<file path="src/rtl/m_ext_pkg.sv">
// Shared definitions for the iterative RISC-V M-extension unit.
// Latency: n/a (constants, state encoding and decode helpers only).
// Backpressure: n/a.
// Contents: funct3 encodings, FSM state type, signedness/divide decode helpers.
package m_ext_pkg;

    localparam logic [2:0] F3_MUL    = 3'b000;
    localparam logic [2:0] F3_MULH   = 3'b001;
    localparam logic [2:0] F3_MULHSU = 3'b010;
    localparam logic [2:0] F3_MULHU  = 3'b011;
    localparam logic [2:0] F3_DIV    = 3'b100;
    localparam logic [2:0] F3_DIVU   = 3'b101;
    localparam logic [2:0] F3_REM    = 3'b110;
    localparam logic [2:0] F3_REMU   = 3'b111;

    typedef enum logic [1:0] {
        ST_IDLE = 2'd0,
        ST_CALC = 2'd1,
        ST_FIX  = 2'd2,
        ST_DONE = 2'd3
    } state_t;

    function automatic logic is_div(input logic [2:0] f3);
        return f3 inside {F3_DIV, F3_DIVU, F3_REM, F3_REMU};
    endfunction

    function automatic logic rs1_signed(input logic [2:0] f3);
        return f3 inside {F3_MUL, F3_MULH, F3_MULHSU, F3_DIV, F3_REM};
    endfunction

    function automatic logic rs2_signed(input logic [2:0] f3);
        return f3 inside {F3_MUL, F3_MULH, F3_DIV, F3_REM};
    endfunction

endpackage

</file>
<file path="src/rtl/m_ext_divider.sv">
// Unsigned radix-2 restoring divider core: one quotient bit per step.
// Latency: XLEN step cycles after load; last is high during the final step.
// Backpressure: none; the owner sequences load/step.
// Ports: ip_clk/ip_rst_n (sync active-low), load seeds dividend/divisor,
//        step runs one iteration, quotient/remainder are the live registers.
module m_ext_divider
    import m_ext_pkg::*;
#(
    parameter int XLEN = 32
) (
    input  logic            ip_clk,
    input  logic            ip_rst_n,
    input  logic            load,
    input  logic            step,
    input  logic [XLEN-1:0] dividend,
    input  logic [XLEN-1:0] divisor,
    output logic [XLEN-1:0] quotient,
    output logic [XLEN-1:0] remainder,
    output logic            last
);

    localparam int CNT_W = $clog2(XLEN);

    // quo_q shifts dividend bits out of the top while quotient bits enter at the bottom.
    logic [XLEN-1:0]  quo_q;
    logic [XLEN-1:0]  rem_q;
    logic [XLEN-1:0]  dvsr_q;
    logic [CNT_W-1:0] cnt_q;

    // Partial remainder is XLEN+1 bits wide only transiently (the shifted trial);
    // after a successful subtract it is always below the divisor, so XLEN bits
    // suffice for storage and the subtract can be done at XLEN bits.
    logic [XLEN:0]   trial;
    logic [XLEN-1:0] diff;
    logic            take;

    always_comb begin
        trial = {rem_q, quo_q[XLEN-1]};
        take  = (trial >= {1'b0, dvsr_q});
        diff  = trial[XLEN-1:0] - dvsr_q;
    end

    always_ff @(posedge ip_clk) begin
        if (!ip_rst_n) begin
            quo_q  <= '0;
            rem_q  <= '0;
            dvsr_q <= '0;
            cnt_q  <= '0;
        end else if (load) begin
            quo_q  <= dividend;
            rem_q  <= '0;
            dvsr_q <= divisor;
            cnt_q  <= '0;
        end else if (step) begin
            rem_q  <= take ? diff : trial[XLEN-1:0];
            quo_q  <= {quo_q[XLEN-2:0], take};
            cnt_q  <= cnt_q + 1'b1;
        end
    end

    assign quotient  = quo_q;
    assign remainder = rem_q;
    assign last      = (cnt_q == CNT_W'(XLEN - 1));

endmodule

</file>
<file path="src/rtl/m_ext_iter.sv">
// Multi-cycle RISC-V M-extension unit (MUL/MULH/MULHSU/MULHU/DIV/DIVU/REM/REMU).
// Latency: op_valid after edge XLEN+2 for iterative ops, after edge 1 for divide
//          special cases (and for multiplies when M_EXT_FAST_MUL_EN is defined).
// Backpressure: op_ready only in IDLE; result held in DONE until ip_ready.
// Ports: ip_valid/op_ready request side, op_valid/ip_ready result side,
//        ip_flush aborts, op_overflow/op_div_zero flag divide special cases.
// Config: define M_EXT_FAST_MUL_EN for single-cycle multiplies.
module m_ext_iter
    import m_ext_pkg::*;
#(
    parameter int XLEN  = 32,
    parameter int TAG_W = 5
) (
    input  logic             ip_clk,
    input  logic             ip_rst_n,
    input  logic             ip_valid,
    output logic             op_ready,
    input  logic [XLEN-1:0]  ip_rs1,
    input  logic [XLEN-1:0]  ip_rs2,
    input  logic [2:0]       ip_funct_3,
    input  logic [TAG_W-1:0] ip_tag,
    input  logic             ip_flush,
    output logic             op_valid,
    input  logic             ip_ready,
    output logic [XLEN-1:0]  op_result,
    output logic [TAG_W-1:0] op_tag,
    output logic             op_overflow,
    output logic             op_div_zero,
    output logic             op_busy
);

    localparam logic [XLEN-1:0] X_MIN = {1'b1, {(XLEN-1){1'b0}}};

    state_t state_q, state_nxt;
    logic   accept, dv_step, dv_last;

    // Request-side decode, evaluated on the raw inputs for use at the accept edge.
    logic            a_neg_in, b_neg_in;
    logic [XLEN-1:0] a_mag_in, b_mag_in;
    logic            dz_in, ovf_in, fast_in;
    logic [XLEN-1:0] spec_res;

    // Captured operation context.
    logic [2:0]        f3_q;
    logic              neg_q;      // product / quotient sign
    logic              rem_neg_q;  // remainder follows the sign of rs1
    logic [XLEN-1:0]   mcand_q;
    logic [2*XLEN-1:0] prod_q;     // {high accumulator, multiplier shifting out}

    logic [XLEN:0]     mul_sum;
    logic [2*XLEN-1:0] prod_fix;
    logic [XLEN-1:0]   fix_res, dv_quo, dv_rem;

    always_comb begin
        a_neg_in = rs1_signed(ip_funct_3) & ip_rs1[XLEN-1];
        b_neg_in = rs2_signed(ip_funct_3) & ip_rs2[XLEN-1];
        a_mag_in = a_neg_in ? -ip_rs1 : ip_rs1;
        b_mag_in = b_neg_in ? -ip_rs2 : ip_rs2;
        dz_in    = is_div(ip_funct_3) && (ip_rs2 == '0);
        ovf_in   = is_div(ip_funct_3) && rs1_signed(ip_funct_3) &&
                   (ip_rs1 == X_MIN) && (ip_rs2 == '1);
        // funct3[1] separates REM/REMU from DIV/DIVU within the divide group.
        if (dz_in) spec_res = ip_funct_3[1] ? ip_rs1 : '1;
        else       spec_res = ip_funct_3[1] ? '0 : ip_rs1;
    end

`ifdef M_EXT_FAST_MUL_EN
    logic [2*XLEN-1:0] fast_a, fast_b, fast_prod;
    logic [XLEN-1:0]   fast_res;

    // Sign-extending to 2*XLEN makes the low 2*XLEN bits of a plain product correct
    // for every signed/unsigned operand mix.
    always_comb begin
        fast_a    = {{XLEN{a_neg_in}}, ip_rs1};
        fast_b    = {{XLEN{b_neg_in}}, ip_rs2};
        fast_prod = fast_a * fast_b;
        fast_in   = !is_div(ip_funct_3);
        fast_res  = (ip_funct_3 == F3_MUL) ? fast_prod[XLEN-1:0] : fast_prod[2*XLEN-1:XLEN];
    end
`else
    always_comb fast_in = 1'b0;
`endif

    // Next-state and control.
    always_comb begin
        state_nxt = state_q;
        accept    = 1'b0;
        dv_step   = 1'b0;
        case (state_q)
            ST_IDLE: begin
                if (ip_valid) begin
                    accept    = 1'b1;
                    state_nxt = (dz_in || ovf_in || fast_in) ? ST_DONE : ST_CALC;
                end
            end
            ST_CALC: begin
                dv_step = 1'b1;
                if (dv_last) state_nxt = ST_FIX;
            end
            ST_FIX:  state_nxt = ST_DONE;
            ST_DONE: begin
                if (op_valid && ip_ready) state_nxt = ST_IDLE;
            end
            default: state_nxt = ST_IDLE;
        endcase
        if (ip_flush) begin
            state_nxt = ST_IDLE;
            accept    = 1'b0;
            dv_step   = 1'b0;
        end
    end

    // Divider and shift-add multiplier share the CALC window; the divider's
    // counter paces both.
    m_ext_divider #(.XLEN(XLEN)) u_div (
        .ip_clk    (ip_clk),
        .ip_rst_n  (ip_rst_n),
        .load      (accept),
        .step      (dv_step),
        .dividend  (a_mag_in),
        .divisor   (b_mag_in),
        .quotient  (dv_quo),
        .remainder (dv_rem),
        .last      (dv_last)
    );

    always_comb begin
        mul_sum  = {1'b0, prod_q[2*XLEN-1:XLEN]} + (prod_q[0] ? {1'b0, mcand_q} : '0);
        prod_fix = neg_q ? -prod_q : prod_q;
        case (f3_q)
            F3_MUL:                        fix_res = prod_fix[XLEN-1:0];
            F3_MULH, F3_MULHSU, F3_MULHU:  fix_res = prod_fix[2*XLEN-1:XLEN];
            F3_DIV, F3_DIVU:               fix_res = neg_q ? -dv_quo : dv_quo;
            default:                       fix_res = rem_neg_q ? -dv_rem : dv_rem;
        endcase
    end

    always_ff @(posedge ip_clk) begin
        if (!ip_rst_n) begin
            state_q     <= ST_IDLE;
            op_ready    <= 1'b1;
            op_busy     <= 1'b0;
            op_valid    <= 1'b0;
            op_overflow <= 1'b0;
            op_div_zero <= 1'b0;
            op_result   <= '0;
            op_tag      <= '0;
            f3_q        <= '0;
            neg_q       <= 1'b0;
            rem_neg_q   <= 1'b0;
            mcand_q     <= '0;
            prod_q      <= '0;
        end else begin
            state_q  <= state_nxt;
            op_ready <= (state_nxt == ST_IDLE);
            op_busy  <= (state_nxt != ST_IDLE);
            if (ip_flush) begin
                op_valid    <= 1'b0;
                op_overflow <= 1'b0;
                op_div_zero <= 1'b0;
            end else begin
                if (accept) begin
                    f3_q        <= ip_funct_3;
                    op_tag      <= ip_tag;
                    neg_q       <= a_neg_in ^ b_neg_in;
                    rem_neg_q   <= a_neg_in;
                    mcand_q     <= a_mag_in;
                    prod_q      <= {{XLEN{1'b0}}, b_mag_in};
                    op_overflow <= ovf_in;
                    op_div_zero <= dz_in;
                    if (dz_in || ovf_in) op_result <= spec_res;
`ifdef M_EXT_FAST_MUL_EN
                    else if (fast_in)    op_result <= fast_res;
`endif
                end
                if (state_q == ST_CALC) prod_q    <= {mul_sum, prod_q[XLEN-1:1]};
                if (state_q == ST_FIX)  op_result <= fix_res;
                // op_valid trails DONE entry by one edge and drops on consume.
                if (state_q == ST_DONE) op_valid  <= !(op_valid && ip_ready);
            end
        end
    end

endmodule

</file>
<file path="config.mk">
export PLATFORM = sky130hd
export DESIGN_NAME = m_ext_iter
export DESIGN_NICKNAME = d
export VERILOG_FILES = /design/src/rtl/m_ext_pkg.sv /design/src/rtl/m_ext_divider.sv /design/src/rtl/m_ext_iter.sv
export SDC_FILE = /design/constraint.sdc
export NUM_CORES = 1
export LEC_CHECK = 0
export BUFFER_PORTS_ARGS = -buffer_cell sky130_fd_sc_hd__buf_4
export CAP_MARGIN = 20
export CELL_PAD_IN_SITES_DETAIL_PLACEMENT = 0
export CELL_PAD_IN_SITES_GLOBAL_PLACEMENT = 2
export CORE_MARGIN = 4
export CORE_UTILIZATION = 37
export CTS_BUF_LIST = sky130_fd_sc_hd__clkbuf_8
export DETAILED_ROUTE_END_ITERATION = 10
export MAX_ROUTING_LAYER = met4
export PLACE_DENSITY = 0.86
export SYNTH_ARGS = -nofsm -noshare
export SYNTH_HDL_FRONTEND = slang
export SYNTH_SLANG_ARGS = --single-unit
</file>
<file path="constraint.sdc">
create_clock -name ip_clk -period 4.9 [get_ports ip_clk]
set_clock_uncertainty 0.2 [all_clocks]
set_input_delay 0.245 -clock ip_clk [delete_from_list [all_inputs] [get_ports ip_clk]]
set_output_delay 0.245 -clock ip_clk [all_outputs]
set_load 0.02 [all_outputs]
</file>
# Word-level counts from Yosys, hierarchy flattened
# Index checks and enable logic that the tools add are counted.
# W data, S select, Z words.
op_classes:
  add_sub_neg: 8
  reduce_logical: 27
  n_mux: 29
  n_lt_le_gt_ge: 1
  shifts: 0
  eq_ne: 17
  bitwise: 5
  multipliers: 0
  n_div: 0
op_table:
  columns: ["op", "count"]
  rows:
  - ["$mux W32", 14]
  - ["$mux W64", 3]
  - ["$neg A32 Y32", 4]
  - ["$pmux W32 S3", 1]
  - ["$eq A32 B32 Y1 const B", 2]
  - ["$neg A64 Y64", 1]
  - ["$add A32 B32 Y33", 1]
  - ["$ge A33 B32 Y1", 1]
  - ["$logic_not A32 Y1", 1]
  - ["$sub A32 B32 Y32", 1]
  - ["$eq A3 B3 Y1 const B", 6]
  - ["$mux W2", 5]
  - ["$reduce_bool A2 Y1", 5]
  - ["$eq A3 B2 Y1 const B", 3]
  - ["$pmux W2 S4", 1]
  - ["$reduce_bool A4 Y1", 2]
  - ["$eq A3 B1 Y1 const B", 2]
  - ["$logic_not A3 Y1", 2]
  - ["$reduce_or A2 Y1", 3]
  - ["$add A5 B1 Y5 const B", 1]
  - ["$eq A5 B5 Y1 const B", 1]
  - ["$logic_and A1 B1 Y1", 5]
  - ["$mux W1", 5]
  - ["$reduce_bool A5 Y1", 1]
  - ["11 further kinds", 16]
totals:
  latchBits: 0
  register_bits: 246
  romBits: 0
  mem_bits_rw: 0
  inputBits: 77
  mem_count: 0
  output_inout_bits: 42

# Longest topological paths before layout
logic_depth:
  word_depth: 11
  ltp_mapped: 14

# Cells and area by module
# A second synthesis with hierarchy kept.
hier_totals:
  hier_cells: 2594
  hier_area_um2: 19314.8
modules_own_cells:
  columns: ["mod", "seq_area_each_um2", "cells_each", "instances", "area_each_um2"]
  rows:
  - ["m_ext_iter", 2902.8, 1808, 1, 12922.4]
  - ["m_ext_divider", 2021.9, 786, 1, 6392.4]

# Worst setup path after synthesis
# OpenSTA, ideal clock, no wires.
synth_path:
  path_kind: "register to register"
  startpoint: "register u_div.rem_q[19] (netlist: u_div.remainder[19])"
  endpoint: "register u_div.rem_q[27] (netlist: u_div.remainder[27])"
  setup_slack_ns: 1.449
  path_buffers: 3
  stages_incl_launch_ff: 14
  arrival_time_ns: 3.135
  setup_ns: 0.116
  cell_sequence: "dfxtp_1 -> ha_1 -> clkbuf_1 -> and4_1 -> and3_1 -> clkbuf_1 -> and2_1 -> a31o_2 -> a31oi_1 -> a211o_1 -> a21oi_1 -> clkbuf_1 -> o21ai_0 -> a31o_2"
synth_between:
  elab_chain_len: 2
  word_cells_on_any_way: 3
  classes_between: "add/sub: 1; order compare: 1; mux: 1"
synth_rtl:
  columns: ["item", "line", "rtl"]
  rows:
  - ["start, declared", "m_ext_divider.sv:26", "logic [XLEN-1:0] rem_q;"]
  - ["start signal, assigned", "m_ext_divider.sv:55", "rem_q <= take ? diff : trial[XLEN-1:0];"]
  - ["$sub A32 B32 Y32 or $ge A33 B32 Y1 (tied branches)", "m_ext_divider.sv:40, m_ext_divider.sv:39", null]
  - ["$mux W32 *", "m_ext_divider.sv:55", null]
# Mark *: on every way between the ends. The rest lies on a longest branch, timed or not.
# A chain may end at the register's enable or synchronous reset.

# Worst setup path after layout
layout_path:
  startpoint: "register u_div.rem_q[6] (netlist: u_div.remainder[6])"
  endpoint: "register op_result[25]"
layout_between:
  elab_chain_len: 4
layout_rtl:
  columns: ["item", "line", "rtl"]
  rows:
  - ["$neg A32 Y32", "m_ext_iter.sv:134", "default: fix_res = rem_neg_q ? -dv_rem : dv_rem;"]
  - ["$mux W32", "m_ext_iter.sv:134", null]
  - ["$pmux W32 S3", "m_ext_iter.sv:130", "case (f3_q)"]
  - ["$mux W32", "m_ext_iter.sv:177", "if (state_q == ST_FIX) op_result <= fix_res;"]
  - ["end signal, assigned", "m_ext_iter.sv:171", "if (dz_in || ovf_in) op_result <= spec_res;"]
  - ["end signal, assigned", "m_ext_iter.sv:177", null]
  - ["end, declared", "m_ext_iter.sv:25", "output logic [XLEN-1:0] op_result,"]
# No other way between the ends.

==> impl_results.md <==
- Critical Path Sink: op_result[25]
- Minimum period implied by the final worst setup slack: between 4 and 5 ns
- DP HPWL: 56,100 µm
- Area taken by multi-input logic gates: 0.0124 mm²
- Number of buffers between clock root and the deepest sink: 3
- Final std cell area, no fill: ~0.021 mm²
- Final worst path period share: just under 90%
- Critical register-to-register path startpoint: u_div.remainder[6]
- Maximum Capacitance Violations: 0
- WS Path Type: reg2reg
- Final cell count without fillers: 3,282
- Overall via count from detail_route: around 19k
- Number of cells on the worst reg-to-reg path: 9
- Tot GR Track Use: 27.8%
- Cell Area, Synth: 0.0182 mm²
- Vias in the first global route: 18.2k
- Leakage power summed over all cells: 8.40 nW
- Final nets: 2,739
- Post-synth EDFFs: 0
- Initial antenna violation count: 0
- Library cell used as clock root buffer: sky130_fd_sc_hd__clkbuf_8
- Antenna-violating nets left: 0
- Relative slew slack: 27.5%
- Deepest level of the CTS H-tree: 2
- Clock power share: roughly 34%
- Combinational Power Share: about 27%
- # rows: 81
- Fraction of power consumed by sequential logic: 38.8%
- Initial DRC Count: 1,871
- Count of clock tree sinks: 246
- Die ar.: about 0.053 mm²
- I/O Buffers: ~120
- Total of cells resized after clock tree synthesis: 0
- Arrival time at the worst endpoint: 4.55 ns
- CTS tree: built
- Proportion of synthesized flip-flops having asynchronous set or reset: 0%
- Fillcell total: 5,088
- Global route overflow: 0
- Switching power as a share of total power: 35.4%
- Number of top-level pins: 119
- Maximum fanout along the worst path: 8
- Average wire length per cell after detail routing: 22.7 µm
- Share of synthesized area occupied by flip-flops and latches: a little over a quarter
- Syn_area_per_cell: 7.43 µm²
- Area post-placement: 0.0196 mm²
- Total Wirelength: around 74,000 µm
- Gate count after technology mapping: 2,451
- CP Data Required Time: 5.18 ns
- Cells after DPL: 3,107
- Area taken by flip-flops and latches: slightly below 0.005 mm²
- Worst flop-to-flop path endpoint: op_result[25]
- Number of pins with negative max-slew slack in the final report: 0
- Antenna fix cells: 0
- Placeable core area: about 0.049 mm²
- Global-route wire length before repair: about 110,000 µm
- Worst-path clk slew: approximately 0.060 ns
- Remaining design rule violation count: 0
- Commonest register cell after synthesis: sky130_fd_sc_hd__dfxtp_1
- Synthesis Warnings: 0
- Final setup violating endpoints: 0
- Worst Hold Class: in2reg
- Power density cells: 266 mW/mm²
- Origin of the worst setup path: u_div.remainder[6]
- Setup slack of the worst register-to-register path: 0.63 ns
- Die width: approximately 230 µm
- Hold Vio Cnt, Final: 0
- Clock latency at the later pin of the worst-skew pair: 0.63 ns
- GP Congestion: 1.01
- Count of cell types in the netlist: between 70 and 80
- Number of nets produced by synthesis: 2,602
- Switching power total: 2.03 mW
- Final Power: 5.72 mW
- Maximum vdd ir drop: 0.177 mV
- Status: complete, no violations
- Slew at the pin closest to its max-slew limit: 1.09 ns
- Starting density of the core: 37.3%
- Final-layout setup total negative slack: 0 ns
- Layout area overhead: 17.9%
- Flip-flop and latch count after synthesis: 246
- Number of buffers inserted during clock tree synthesis: 47
- First-pass iteration count of the detailed router: 5
- Detailed-route vias per instance: 5.90
- Cell internal power dissipation: 3.69 mW
- Chip Height: about 230 µm
- Maximum achievable frequency: 234 MHz
- Startpoint Class: flop
- RSZ-0062 raised after global routing: false
- Maximum number of pins on one net before global-route repair: 81
- Critical Path End Type: flop
- Worst hold-check slack: 0.247 ns
- Layout cell share with drive strength beyond 1: 10.2%
==> cell usage in the layout, fill, tap and decap left out, drive strengths merged, types with 75 or more instances in the layout <==
master / Yosys / final
nor2: 288 / 288
dfxtp: 246 / 246
nand2: 216 / 216
a21oi: 204 / 204
o21ai: 192 / 192
buf: 27 / 161
xor2: 114 / 114
xnor2: 97 / 97
dlygate4sd3: 0 / 94
inv: 72 / 88
a211oi: 75 / 75
==> Yosys cell counts (7+ instances only) <==
master                       n  area [µm²]
sky130_fd_sc_hd__clkbuf_1  141         529
sky130_fd_sc_hd__o211ai_1   20         150
sky130_fd_sc_hd__or4_1      31         233
sky130_fd_sc_hd__ha_1       72         901
sky130_fd_sc_hd__inv_1      71         267
sky130_fd_sc_hd__nor2b_1     9        56.3
sky130_fd_sc_hd__or3_1      24         150
sky130_fd_sc_hd__and3_1     15        93.8
sky130_fd_sc_hd__nor2_1    288        1080
sky130_fd_sc_hd__nand2_1   216         811
sky130_fd_sc_hd__o21ai_0   188         941
sky130_fd_sc_hd__o41ai_1    29         254
sky130_fd_sc_hd__a211oi_1   75         563
sky130_fd_sc_hd__maj3_1     28         280
sky130_fd_sc_hd__or2_2      13        81.3
sky130_fd_sc_hd__and2_1     42         263
sky130_fd_sc_hd__a31oi_1    49         307
sky130_fd_sc_hd__a21oi_1   204        1020
sky130_fd_sc_hd__buf_1      13        48.8
sky130_fd_sc_hd__a22oi_1    20         150
sky130_fd_sc_hd__o221ai_1   10        87.6
sky130_fd_sc_hd__nand3_1    49         245
sky130_fd_sc_hd__dfxtp_1   246        4920
sky130_fd_sc_hd__buf_2       9        45.0
sky130_fd_sc_hd__nand2b_1   29         181
sky130_fd_sc_hd__xnor2_1    97         850
sky130_fd_sc_hd__nor3_1     49         245
sky130_fd_sc_hd__o21a_1      7        52.6
sky130_fd_sc_hd__and4_1      8        70.1
sky130_fd_sc_hd__nor4_1     20         125
sky130_fd_sc_hd__a21o_1     30         225
sky130_fd_sc_hd__nand4_1    21         131
sky130_fd_sc_hd__mux2i_1    35         350
sky130_fd_sc_hd__xor2_1    114         998
sky130_fd_sc_hd__o21bai_1    7        52.6
sky130_fd_sc_hd__o31ai_1    54         405
sky130_fd_sc_hd__o22ai_1    20         125
==> registers in the layout, summed over array words and instances (netlist names) <==
signal / count
prod_q: 64
mcand_q: 32
op_result: 32
u_div.dvsr_q: 32
u_div.quotient: 32
u_div.remainder: 32
op_tag: 5
u_div.cnt_q: 5
f3_q: 3
state_q: 2
neg_q: 1
op_busy: 1
op_div_zero: 1
op_overflow: 1
op_ready: 1
op_valid: 1
rem_neg_q: 1
==> through the flow <==
step | utilization, % | worst slack [ns]
6_report | 44.0 | 0.631
5_1_grt | 44.0 | 0.446
4_1_cts | 43.9 | 0.652
3_5_place_dp | 40.2 | 0.672
3_3_place_gp | 40.2 | 0.750
2_1_floorplan | - | 1.45
==> kinds of logic (layout without fill, tap and decap cells) <==
family | after synthesis | after routing | synth area share (%)
adders and majority gates | 102 | 102 | 6.70
buffers and inverters | 240 | 407 | 5.17
AOI/OAI and AO/OA | 766 | 766 | 26.5
muxes | 39 | 39 | 2.17
xor gates and xnor gates | 211 | 211 | 10.1
DFF | 246 | 246 | 27.0
and+or+nand+nor | 847 | 847 | 22.3
==> worst min-delay path by stage <==
| stage | start | endpoint | slack (ns) | depth (start not counted) |
|---|---|---|---|---|
| floorplan | ip_rs2[0] | u_div.dvsr_q[0] | 0.18 | 2 |
| global placement | mcand_q[31] | mcand_q[31] | 0.24 | 2 |
| detailed placement | mcand_q[31] | mcand_q[31] | 0.24 | 2 |
| CTS | ip_funct_3[0] | f3_q[0] | 0.19 | 4 |
| global route | ip_funct_3[0] | f3_q[0] | 0.25 | 4 |
| finish | ip_funct_3[0] | f3_q[0] | 0.25 | 4 |
==> routing by layer <==
metal	vias up	track usage [%]	wire, µm
li1	9154	-	-
met1	9271	39.1	34800
met2	837	41.6	31900
met3	117	4.30	5550
met4	0	7.75	2210
met5	-	-	0
==> final cells by class <==
cell class | instances | area share [%]
multi-input combinational | 1965 | 57.7
timing repair buffer | 256 | 10.2
clock buffer | 55 | 3.53
clock inverter | 24 | 0.495
tap | 664 | 3.87
sequential | 246 | 22.9
inverter | 72 | 1.26
==> repair_timing <==
item / CTS / global route
hold endpoints to repair: 124 / 0
hold buffers: 94 / 0
buffers inserted: 0 / 0
==> power by group through the flow <==
stage                     clock network [mW]  registers [mW]  logic, mW
final                                   1.95            2.22       1.55
after global routing                    2.08            2.23       1.68
after CTS                               2.00            2.22       1.52
after detailed placement                   0            2.26       1.45
after global placement                     0            2.26       1.44
after floorplan                            0            2.21      0.985
==> worst max-delay path, stage by stage, from the launching register on <==
cell                       delay (ns)
sky130_fd_sc_hd__dfxtp_1         0.40
sky130_fd_sc_hd__or4_4           0.60
sky130_fd_sc_hd__or4_4           0.45
sky130_fd_sc_hd__or3_1           0.44
sky130_fd_sc_hd__or4_1           0.52
sky130_fd_sc_hd__o31ai_1         0.27
sky130_fd_sc_hd__xor2_1          0.26
sky130_fd_sc_hd__o22ai_1         0.15
sky130_fd_sc_hd__a211oi_1        0.69
sky130_fd_sc_hd__nor3_1          0.13
No activity file was read; power rests on OpenSTA's default activity.
